File: config.mk
export PLATFORM = sky130hd
export DESIGN_NAME = serdesphy_link_ctrl
export DESIGN_NICKNAME = d
export VERILOG_FILES = /design/src/rtl/serdesphy_link_ctrl.sv
export SDC_FILE = /design/constraint.sdc
export NUM_CORES = 1
export LEC_CHECK = 0
export ABC_AREA = 1
export CAP_MARGIN = 30
export CORE_MARGIN = 2
export CORE_UTILIZATION = 60
export CTS_BUF_LIST = sky130_fd_sc_hd__clkbuf_8
export DETAILED_ROUTE_END_ITERATION = 8
export PLACE_DENSITY = 0.85
export SLEW_MARGIN = 20
export SYNTH_ARGS = -nofsm -noshare
export SYNTH_HDL_FRONTEND = slang
export SYNTH_SLANG_ARGS = --single-unit
File: constraint.sdc
create_clock -name clk_ref_24m_i -period 5.7 [get_ports clk_ref_24m_i]
set_input_delay 1.14 -clock clk_ref_24m_i [delete_from_list [all_inputs] [get_ports clk_ref_24m_i]]
set_output_delay 1.14 -clock clk_ref_24m_i [all_outputs]
set_load 0.01 [all_outputs]
File: src/rtl/serdesphy_link_ctrl.sv
// serdesphy_link_ctrl: link bring-up sequencer for the SerDes PHY.
//   Powers up the PLL, enables the TX/RX paths, runs a PRBS qualification
//   window, and declares the link up once CDR lock and the PRBS error count
//   qualify. A failed attempt retries up to MAX_RETRY times, after which a
//   sticky failure is held until the CSR enable is removed.
//
// Ports:
//   clk_ref_24m_i   24 MHz reference clock (only clock)
//   rst_i           synchronous active-high reset
//   en_i            CSR link enable (synchronous)
//   pll_lock_i      PLL lock (asynchronous, synchronized here)
//   cdr_lock_i      CDR lock (asynchronous, synchronized here)
//   prbs_err_i      single-cycle PRBS error pulse (synchronous)
//   pll_en_o        PLL enable
//   tx_en_o         TX serializer/driver enable
//   rx_en_o         RX/CDR enable
//   prbs_gen_en_o   TX PRBS generator enable
//   prbs_chk_en_o   RX PRBS checker enable
//   link_up_o       link qualified
//   link_fail_o     retries exhausted (sticky until en_i=0)
//   state_o         current state encoding
//   retry_cnt_o     retries taken since IDLE
//   err_cnt_o       PRBS errors in current/last window (saturating)
module serdesphy_link_ctrl #(
  parameter int unsigned PLL_TIMEOUT = 4096,
  parameter int unsigned CDR_TIMEOUT = 2048,
  parameter int unsigned SETTLE      = 16,
  parameter int unsigned CHECK_LEN   = 256,
  parameter int unsigned MAX_ERR     = 4,
  parameter int unsigned MAX_RETRY   = 3
) (
  input  logic       clk_ref_24m_i,
  input  logic       rst_i,
  input  logic       en_i,
  input  logic       pll_lock_i,
  input  logic       cdr_lock_i,
  input  logic       prbs_err_i,
  output logic       pll_en_o,
  output logic       tx_en_o,
  output logic       rx_en_o,
  output logic       prbs_gen_en_o,
  output logic       prbs_chk_en_o,
  output logic       link_up_o,
  output logic       link_fail_o,
  output logic [2:0] state_o,
  output logic [2:0] retry_cnt_o,
  output logic [7:0] err_cnt_o
);

  localparam int unsigned MAX_A   = (PLL_TIMEOUT > CDR_TIMEOUT) ? PLL_TIMEOUT : CDR_TIMEOUT;
  localparam int unsigned MAX_B   = (SETTLE > CHECK_LEN) ? SETTLE : CHECK_LEN;
  localparam int unsigned CNT_MAX = (MAX_A > MAX_B) ? MAX_A : MAX_B;
  localparam int unsigned CW      = $clog2(CNT_MAX + 1);

  localparam logic [CW-1:0] PLL_LAST    = CW'(PLL_TIMEOUT - 1);
  localparam logic [CW-1:0] CDR_LAST    = CW'(CDR_TIMEOUT - 1);
  localparam logic [CW-1:0] SETTLE_LAST = CW'(SETTLE - 1);
  localparam logic [CW-1:0] CHECK_LAST  = CW'(CHECK_LEN - 1);
  localparam logic [CW-1:0] CNT_ONE     = CW'(1);
  localparam logic [CW-1:0] CNT_ALL     = {CW{1'b1}};
  localparam logic [8:0]    ERR_LIMIT   = 9'(MAX_ERR);
  localparam logic [2:0]    RETRY_LIMIT = 3'(MAX_RETRY);

  typedef enum logic [2:0] {
    ST_IDLE       = 3'd0,
    ST_PLL_WAIT   = 3'd1,
    ST_TX_SETTLE  = 3'd2,
    ST_CDR_WAIT   = 3'd3,
    ST_PRBS_CHECK = 3'd4,
    ST_LINK_UP    = 3'd5,
    ST_RETRY      = 3'd6,
    ST_FAIL       = 3'd7
  } state_e;

  // Output bundle order: {pll, tx, rx, prbs_gen, prbs_chk, link_up, link_fail}
  function automatic logic [6:0] decode_outs(input state_e s);
    logic [6:0] v;
    v = 7'b000_0000;
    case (s)
      ST_PLL_WAIT:   v = 7'b100_0000;
      ST_TX_SETTLE:  v = 7'b111_1000;
      ST_CDR_WAIT:   v = 7'b111_1000;
      ST_PRBS_CHECK: v = 7'b111_1100;
      ST_LINK_UP:    v = 7'b111_0010;
      ST_FAIL:       v = 7'b000_0001;
      default:       v = 7'b000_0000;
    endcase
    return v;
  endfunction

  logic          pll_meta_q, pll_s_q, cdr_meta_q, cdr_s_q;
  state_e        state_q, state_d;
  logic [CW-1:0] cnt_q, cnt_d;
  logic [2:0]    retry_q, retry_d;
  logic [7:0]    err_q, err_d;
  logic [6:0]    outs_q, outs_d;
  logic [8:0]    err_sum_s;
  logic [7:0]    err_sat_s;

  // Errors seen so far in the window including this cycle's pulse.
  assign err_sum_s = {1'b0, err_q} + {8'd0, prbs_err_i};
  assign err_sat_s = (err_q == 8'hFF) ? 8'hFF : err_sum_s[7:0];

  // Next-state selection; disabling the link overrides every other event.
  always_comb begin
    state_d = state_q;
    if (!en_i) begin
      state_d = ST_IDLE;
    end else begin
      case (state_q)
        ST_IDLE: begin
          state_d = ST_PLL_WAIT;
        end
        ST_PLL_WAIT: begin
          if (pll_s_q) begin
            state_d = ST_TX_SETTLE;
          end else if (cnt_q == PLL_LAST) begin
            state_d = ST_RETRY;
          end else begin
            state_d = ST_PLL_WAIT;
          end
        end
        ST_TX_SETTLE: begin
          if (!pll_s_q) begin
            state_d = ST_RETRY;
          end else if (cnt_q == SETTLE_LAST) begin
            state_d = ST_CDR_WAIT;
          end else begin
            state_d = ST_TX_SETTLE;
          end
        end
        ST_CDR_WAIT: begin
          if (!pll_s_q) begin
            state_d = ST_RETRY;
          end else if (cdr_s_q) begin
            state_d = ST_PRBS_CHECK;
          end else if (cnt_q == CDR_LAST) begin
            state_d = ST_RETRY;
          end else begin
            state_d = ST_CDR_WAIT;
          end
        end
        ST_PRBS_CHECK: begin
          if (!pll_s_q || !cdr_s_q || (err_sum_s >= ERR_LIMIT)) begin
            state_d = ST_RETRY;
          end else if (cnt_q == CHECK_LAST) begin
            state_d = ST_LINK_UP;
          end else begin
            state_d = ST_PRBS_CHECK;
          end
        end
        ST_LINK_UP: begin
          if (!pll_s_q || !cdr_s_q) begin
            state_d = ST_RETRY;
          end else begin
            state_d = ST_LINK_UP;
          end
        end
        ST_RETRY: begin
          if (cnt_q == SETTLE_LAST) begin
            if (retry_q == RETRY_LIMIT) begin
              state_d = ST_FAIL;
            end else begin
              state_d = ST_PLL_WAIT;
            end
          end else begin
            state_d = ST_RETRY;
          end
        end
        ST_FAIL: begin
          state_d = ST_FAIL;
        end
        default: begin
          state_d = ST_IDLE;
        end
      endcase
    end
  end

  // Cycle counter, retry counter and PRBS error counter updates.
  always_comb begin
    cnt_d   = cnt_q;
    retry_d = retry_q;
    err_d   = err_q;
    outs_d  = decode_outs(state_d);

    // Saturate rather than wrap while parked in untimed states.
    if (state_d != state_q) begin
      cnt_d = '0;
    end else if (cnt_q == CNT_ALL) begin
      cnt_d = cnt_q;
    end else begin
      cnt_d = cnt_q + CNT_ONE;
    end

    if (state_d == ST_IDLE) begin
      retry_d = 3'd0;
    end else if ((state_d == ST_RETRY) && (state_q != ST_RETRY)) begin
      retry_d = (retry_q == 3'd7) ? 3'd7 : retry_q + 3'd1;
    end else begin
      retry_d = retry_q;
    end

    // The window's last pulse is kept so LINK_UP/RETRY report it.
    if (state_d == ST_IDLE) begin
      err_d = 8'd0;
    end else if (state_q == ST_PRBS_CHECK) begin
      err_d = err_sat_s;
    end else if (state_d == ST_PRBS_CHECK) begin
      err_d = 8'd0;
    end else begin
      err_d = err_q;
    end
  end

  // Lock synchronizers, state register and registered outputs.
  always_ff @(posedge clk_ref_24m_i) begin
    if (rst_i) begin
      pll_meta_q <= 1'b0;
      pll_s_q    <= 1'b0;
      cdr_meta_q <= 1'b0;
      cdr_s_q    <= 1'b0;
      state_q    <= ST_IDLE;
      cnt_q      <= '0;
      retry_q    <= 3'd0;
      err_q      <= 8'd0;
      outs_q     <= 7'd0;
    end else begin
      pll_meta_q <= pll_lock_i;
      pll_s_q    <= pll_meta_q;
      cdr_meta_q <= cdr_lock_i;
      cdr_s_q    <= cdr_meta_q;
      state_q    <= state_d;
      cnt_q      <= cnt_d;
      retry_q    <= retry_d;
      err_q      <= err_d;
      outs_q     <= outs_d;
    end
  end

  assign {pll_en_o, tx_en_o, rx_en_o, prbs_gen_en_o,
          prbs_chk_en_o, link_up_o, link_fail_o} = outs_q;
  assign state_o     = state_q;
  assign retry_cnt_o = retry_q;
  assign err_cnt_o   = err_q;

endmodule

== Word level (Yosys, flattened, before mapping) ==
Cells that the tools add are included.
Widths: inputs -> output; s select.
Storage, ports and cells
  input bits: 6
  output and inout bits: 21
  logic and storage cells: 67
  register bits: 38
Cells by class
  eq/ne operators: 24
  add/sub/neg operators: 3
  magnitude comparators: 1
  reduce and logical (&&, ||, !) cells: 11
  mux-type cells: 19
Operator list (number)
  $pmux 7 s5: 1
  $mux 3: 10
  $eq 3x3->1 const B: 9
  $mux 8: 3
  $pmux 3 s8: 1
  $eq 3x2->1 const B: 5
  $add 13x1->13 const B: 1
  $eq 13x11->1 const B: 1
  $eq 13x12->1 const B: 1
  $eq 13x13->1 const B: 1
  $eq 13x4->1 const B: 1
  $eq 13x8->1 const B: 1
  $add 8x1->9: 1
  $ge 9x3->1 const B: 1
  $eq 8x8->1 const B: 1
  $eq 3x1->1 const B: 2
  $logic_not 3->1: 2
  $reduce_or 2->1: 3
  $mux 2: 2
  $add 3x1->3 const B: 1
  $ne 3x3->1: 1
  $ne 3x3->1 const B: 1
  $logic_not 1->1: 2
  $logic_or 1x1->1: 2
  other kinds (3): 4

== Longest topological paths before layout ==
Gate-level depths: netlist of run 1.
  word-level depth: 9
  depth in mapped cells: 17
  depth with buffers taken out: 16

== Worst setup path before layout of run 1 ==
OpenSTA, ideal clock, no wires.
  kind: input port to flip-flop
  start point: input port prbs_err_i
  end point: register cnt_q[7]
  setup time: 0.062 ns
  slack: 2.882 ns
  stages: 16
  data required time: 5.638 ns
  arrival: 2.756 ns
  path through: ha_1 > ha_1 > nand3_1 > nand2_1 > nand2_1 > nand2_1 > nor2_1 > nand3_1 > nand2_1 > nand2_2 > nand2_2 > nand2_1 > nand2_1 > nand3_2 > buf_6 > nor2_2
On the way
  longest elaborated chain between the ends: 8
Ends and longest elaborated chain
  start: declaration: line 37  | input logic prbs_err_i,
  $add 8x1->9: line 101  | assign err_sum_s = {1'b0, err_q} + {8'd0, prbs_err_i};
  $ge 9x3->1: line 144  | if (!pll_s_q || !cdr_s_q || (err_sum_s >= ERR_LIMIT)) begin
  $logic_or 1x1->1: line 144
  $mux 2: line 144
  $pmux 3 s8: line 110  | case (state_q)
  $mux 3: line 107  | if (!en_i) begin
  $ne 3x3->1: line 188  | if (state_d != state_q) begin
  $reduce_or 2->1 (no source line)
  end signal: assignment: line 234  | cnt_q <= cnt_d;
  end: declaration: line 93  | logic [CW-1:0] cnt_q, cnt_d;
Every way passes these cells.
A chain may end at the register's enable or synchronous reset.

== Final worst setup path of run 1 ==
  start point: input port prbs_err_i
  end point: register cnt_q[9]
The elaborated chain is that of the path after synthesis.

==> flow_metrics.py, run 1 <==
metrics = {
    "logic_synthesis": {
        "synth_edf_count": 0,
        "yosysSeqAreaShare_pct": 34.2,
        "synthesis.nets": 335,
        "netlist_instances": 325,
        "ys_types": 29,
        "synth_top_area_share_pct": 34.2,
        "synth_area_um2": 2170,
        "avgSynthCellArea_um2": 6.67,
        "ys_seq_elements": 37,
        "async_flop_share_pct": 0,
        "yosysMostFrequentCell": "nand2_1",
        "ys.flop_type": "dfxtp_1",
        "synthTopCellsByCount": "66 x nand2_1, 47 x inv_1, 41 x nor2_1",
        "yosysTopAreaCell": "dfxtp_1",
        "yosysWarningCount": 0,
        "synthTopCellsByArea": "dfxtp_1 34%, nand2_1 11%, nand3_1 9.0%",
    },
    "cells_and_area": {
        "layout.nets": 361,
        "area_growth_pct": 16.4,
        "num-fill-cells": 283,
        "diodes": 0,
        "multi_input_area_um2": 1200,
        "seq_area_um2": 741,
        "drive_above_1_share_pct": 10.3,
    },
    "timing": {
        "fin_crit_sh_pct": 58.6,
        "drv_slew": 0,
        "rsz0062_at_grt": "false",
        "setup_tns_ns": 0,
        "slew_headroom_pct": 50.1,
        "worst_slew_pin_slew_ns": 0.743,
        "hold_viol": 0,
        "finalSetupViolCount": 0,
        "fin_crit_ns": 3.34,
        "skew_ns": 0.00673,
        "clock.fmax_mhz": 299,
        "setup_ws_ns": 2.36,
    },
    "detailed_routing": {
        "detail_route.wl_per_cell_um": 11.4,
        "wl_um": 4530,
        "drc_errors": 0,
        "viasPerCell": 5.15,
        "vias": 2045,
        "drtIter0Drc": 157,
        "drt-pass1-iter-count": 4,
        "ant_nets": 0,
    },
    "clock_tree": {
        "cts_tree": "done",
        "root_buffer": "clkbuf_8",
        "cts_resized": 0,
        "path_clk_slew_ns": 0.07,
        "clkLatencyLatePin_ns": 0.28,
        "numCtsBuffers": 5,
        "cts_setup_buffers": 0,
        "htreeDepth": 2,
        "clkSinkCount": 37,
        "hold_buffers": 0,
        "ctsLongestPathBuffers": 2,
    },
    "global_route": {
        "gr-total-overflow": 0,
        "grt_pass1_wl_um": 8290,
        "grt.total_usage_pct": 25.0,
        "grt_max_degree": 14,
        "antenna_found_initial": 0,
        "grt_pass1_vias": 1959,
    },
    "power": {
        "max-vdd-ir-drop_mv": 0.150,
        "total_power_uw": 475,
        "power_density_nw_per_um2": 188,
        "leakage_uw": 0.00112,
    },
    "worst_setup_path": {
        "cp.arrival_ns": 3.55,
        "timing.setup.critical_path_class": "primary input to register",
        "critical_path.startpoint_type": "primary input",
        "crit_fanout": 13,
        "end_kind": "register",
        "worstPathRequired_ns": 5.91,
    },
    "die": {
        "die_area_um2": 4110,
        "start_util_pct": 63.4,
        "num_io_pins": 27,
        "die-height_um": 64.1,
        "core-area_um2": 3420,
        "rows": 21,
        "die_w_um": 64.1,
    },
    "worst_hold_path": {
        "hold_path_class": "register to register",
    },
    "place": {
        "gp_congestion": 0.900,
        "place_ws_ns": 2.09,
        "dp_hpwl_um": 3440,
        "portBuffers": 26,
    },
    "job": {
        "cap_violations": 0,
    },
    "run_status": {
        "outcome": "finished, final reports clean",
    },
}
per-layer routing:
metal / share of wire (%) / GRT usage, %
met5: 0 / 0
met4: 0.57 / 7.71
met3: 5.1 / 6.51
met2: 47 / 41.3
met1: 47 / 31.9
sequential cells by signal, indices dropped and copies added (netlist names), 3 cells and up:
signal       flops
cnt_q           13
err_cnt_o        8
outs_q           6
retry_cnt_o      3
state_o          3
power breakdown:
part | switching, uW | internal [uW]
logic | 19.0 | 12.0
clock network | 84.3 | 94.0
registers | 3.15 | 262
cells by family (layout without fill, tap and decap cells):
kind of cell / after synthesis / after routing / share of synthesized area [%]
simple gates: 192 / 192 / 42.0
buf+inv: 55 / 81 / 10.6
flops: 37 / 37 / 34.2
compound gates: 26 / 26 / 6.41
xor+xnor: 10 / 10 / 4.04
fa+ha+maj: 4 / 4 / 2.31
mux: 1 / 1 / 0.462
worst max-delay path, cell delays in order:
cell and delay (ns):
clkdlybuf4s50_1 0.41, ha_1 0.25, ha_1 0.24, nand3_1 0.15, nand2_1 0.06, nand2_1 0.09
nand2_1 0.06, nor2_1 0.17, nand3_1 0.09, nand2_1 0.07, nand2_2 0.07, nand2_2 0.10
nand2_1 0.06, nand2_1 0.07, nand3_2 0.33, nor2_2 0.18
cells in the final DEF, fill, tap and decap left out, types with 4 or more instances in the layout:
cell type,Yosys,layout
nand2_1,66,66
inv_1,47,48
nor2_1,41,41
nand3_1,39,39
dfxtp_1,37,37
clkdlybuf4s50_1,0,26
nor2_2,14,14
o21ai_0,11,11
a21oi_1,11,11
nor3_1,10,10
nand2_2,7,7
xor2_1,7,7
clkbuf_8,0,6
nand4_1,5,5
nor2_4,4,4
ha_1,4,4
final cells by class:
| type | count | share of cell area [%] |
|---|---|---|
| multi-input cells | 233 | 47.5 |
| flip-flops and latches | 37 | 29.4 |
| clock buffers | 6 | 3.27 |
| well taps | 46 | 2.28 |
| repair buffers | 26 | 10.3 |
| inverters | 48 | 7.14 |
| clock inverters | 1 | 0.149 |
worst paths after layout:
check,startpoint,end,slack [ns],cells after the start
setup / recovery,prbs_err_i,cnt_q[9],2.36,16
hold / removal,cdr_meta_q,cdr_s_q,0.41,2
setup reg to reg,err_cnt_o[0],cnt_q[9],3.29,15
hold reg to reg,cdr_meta_q,cdr_s_q,0.41,2
through the flow:
step | std cells | area [um2] | hold slack [ns] | util [%]
floorplan | 325 | 2170 | 0.388 | -
global placement | 390 | 2440 | 0.394 | 71.3
detailed placement | 390 | 2440 | 0.402 | 71.3
CTS | 397 | 2520 | 0.413 | 73.8
global route | 397 | 2520 | 0.440 | 73.8
finish | 397 | 2520 | 0.409 | 73.8
(Power assumes the default switching activity.)
==> inputs of run 2 (changes only) <==
Settings changed: CORE_UTILIZATION 60 to 52, PLACE_DENSITY 0.85 to 0.78.
Clock period 5.7 ns to 3 ns, I/O delays scaled along.
==> flow_metrics.py, run 2 (synthesized netlist as in run 1, its figures left out) <==
metrics = {
    "power": {
        "max-vdd-ir-drop_mv": 0.253,
        "leakage_uw": 0.00113,
        "power_density_nw_per_um2": 357,
    },
    "timing": {
        "hold_viol": 0,
        "worst_slew_pin_slew_ns": 0.627,
        "rsz0062_at_grt": "false",
        "drv_slew": 0,
        "hold_slack_ns": 0.402,
        "fin_crit_ns": 2.75,
        "skew_ns": 0.00545,
        "finalSetupViolCount": 0,
        "fin_crit_sh_pct": 91.8,
        "setup_ws_ns": 0.246,
        "slew_headroom_pct": 57.9,
        "clock.fmax_mhz": 363,
    },
    "worst_setup_path": {
        "timing.rr.start": "err_cnt_o[0]",
        "timing.setup.critical_path_class": "primary input to register",
        "cp.arrival_ns": 2.99,
        "rr_endpoint": "outs_q[6]",
        "critical_path.startpoint_type": "primary input",
        "max_stage_delay_ns": 0.41,
        "regToRegSetupSlack_ns": 0.64,
        "end_kind": "register",
        "worstPathRequired_ns": 3.24,
        "reg2regPathDepth": 15,
        "path_buf_inv": 2,
        "path_delay_family": "simple AND/OR/NAND/NOR gates",
        "cpMostUsedCell": "nand2_1",
        "crit_fanout": 10,
        "critPathSlowestCell": "clkdlybuf4s50_1",
        "path_cells": "clkdlybuf4s50_1 > ha_1 > ha_1 > nand3_1 > nand2_1 > nand2_1 > nand2_1 > nor2_1 > inv_1 > nor2_1 > nor2_1 > nor2_1 > nand3_2 > o21ai_0 > nand2_1 > nand2_1",
    },
    "detailed_routing": {
        "viasPerCell": 5.09,
        "detail_route.wl_per_cell_um": 11.1,
        "wl_um": 4460,
        "drtIter0Drc": 121,
        "ant_nets": 0,
        "drc_errors": 0,
        "vias": 2048,
        "drt-pass1-iter-count": 4,
    },
    "clock_tree": {
        "clkLatencyLatePin_ns": 0.29,
        "ctsLongestPathBuffers": 2,
        "path_clk_slew_ns": 0.07,
        "htreeDepth": 2,
        "clkSinkCount": 37,
        "cts_tree": "done",
        "numCtsBuffers": 5,
        "root_buffer": "clkbuf_8",
        "hold_buffers": 0,
    },
    "cells_and_area": {
        "layout.nets": 362,
        "final_common_cell": "nand2_1",
        "num-fill-cells": 380,
        "drive_above_1_share_pct": 10.5,
        "largest_register_ffs": 13,
        "diodes": 0,
        "area_growth_pct": 17.3,
        "mostFrequentLayoutCells": "66 x nand2_1, 48 x inv_1, 41 x nor2_1, 39 x nand3_1, 37 x dfxtp_1",
        "top_register": "cnt_q",
    },
    "die": {
        "die_w_um": 68.6,
        "die-height_um": 68.6,
        "core-area_um2": 4000,
        "die_area_um2": 4700,
        "rows": 23,
        "start_util_pct": 54.2,
        "num_io_pins": 27,
    },
    "worst_hold_path": {
        "worstHoldPathCells": 2,
        "hold_end": "cdr_s_q",
        "min_from": "cdr_meta_q",
        "hold_path_class": "register to register",
    },
    "run_status": {
        "outcome": "finished, final reports clean",
    },
    "job": {
        "cap_violations": 0,
    },
    "global_route": {
        "grt_pass1_vias": 1858,
        "grt.total_usage_pct": 21.5,
        "grt_pass1_wl_um": 7690,
        "antenna_found_initial": 0,
        "grt_max_degree": 14,
        "gr-total-overflow": 0,
    },
    "place": {
        "portBuffers": 26,
        "gp_congestion": 0.884,
        "place_ws_ns": -0.0446,
        "dp_hpwl_um": 3420,
    },
}
-- run 2: stage by stage --
step / instances / setup TNS (ns) / power [uW] / util, % / cell area (um2)
floorplan: 325 / 0 / 557 / - / 2170
global placement: 395 / 0 / 573 / 61.2 / 2450
detailed placement: 395 / -0.328 / 574 / 61.2 / 2450
CTS: 402 / 0 / 914 / 63.4 / 2530
global route: 402 / 0 / 939 / 63.6 / 2540
finish: 402 / 0 / 909 / 63.6 / 2540
-- run 2: worst max-delay path by stage --
stage,from,to,slack (ns),depth (start not counted)
floorplan,prbs_err_i,cnt_q[7],0.72,16
global placement,prbs_err_i,cnt_q[12],0.05,16
detailed placement,prbs_err_i,cnt_q[1],-0.04,16
CTS,prbs_err_i,cnt_q[1],0.25,16
global route,prbs_err_i,outs_q[6],0.03,16
finish,prbs_err_i,outs_q[6],0.25,16
-- run 2: repair_timing --
item,CTS,global route
setup buffers,0,0
endpoints found under the setup margin,0,12
gates resized for setup,0,1
-- run 2: routing by layer --
metal | vias up | share of wire (%) | global-route usage [%]
met5 | - | 0 | 0
li1 | 1083 | - | -
met1 | 909 | 46 | 26.6
met4 | 0 | 2.2 | 8.25
met2 | 44 | 48 | 36.2
met3 | 12 | 3.8 | 4.87
-- run 2: worst min-delay path, cell delays in order (launching register included) --
cell     delay, ns
dfxtp_1       0.30
inv_1         0.04
nor2_1        0.03
-- run 2: final cells by class --
class | instances | area [um2] | share of cell area [%]
repair buffers | 27 | 268 | 10.5
inverters | 48 | 180 | 7.09
clock inverters | 1 | 3.75 | 0.148
clock buffers | 6 | 82.6 | 3.25
multi-input cells | 233 | 1200 | 47.4
flip-flops and latches | 37 | 741 | 29.1
well taps | 50 | 62.6 | 2.46
-- run 2: power breakdown --
group	leakage, uW	internal (uW)	switching [uW]
clock	0.0000485	179	165
combinational	0.000781	23.9	37.6
sequential	0.000300	498	5.44
==> inputs of run 3 (changes only) <==
Settings changed: CAP_MARGIN 30 to 40.
==> results of run 3 <==
The final DEF is identical to that of run 2; final timing and power are the same.
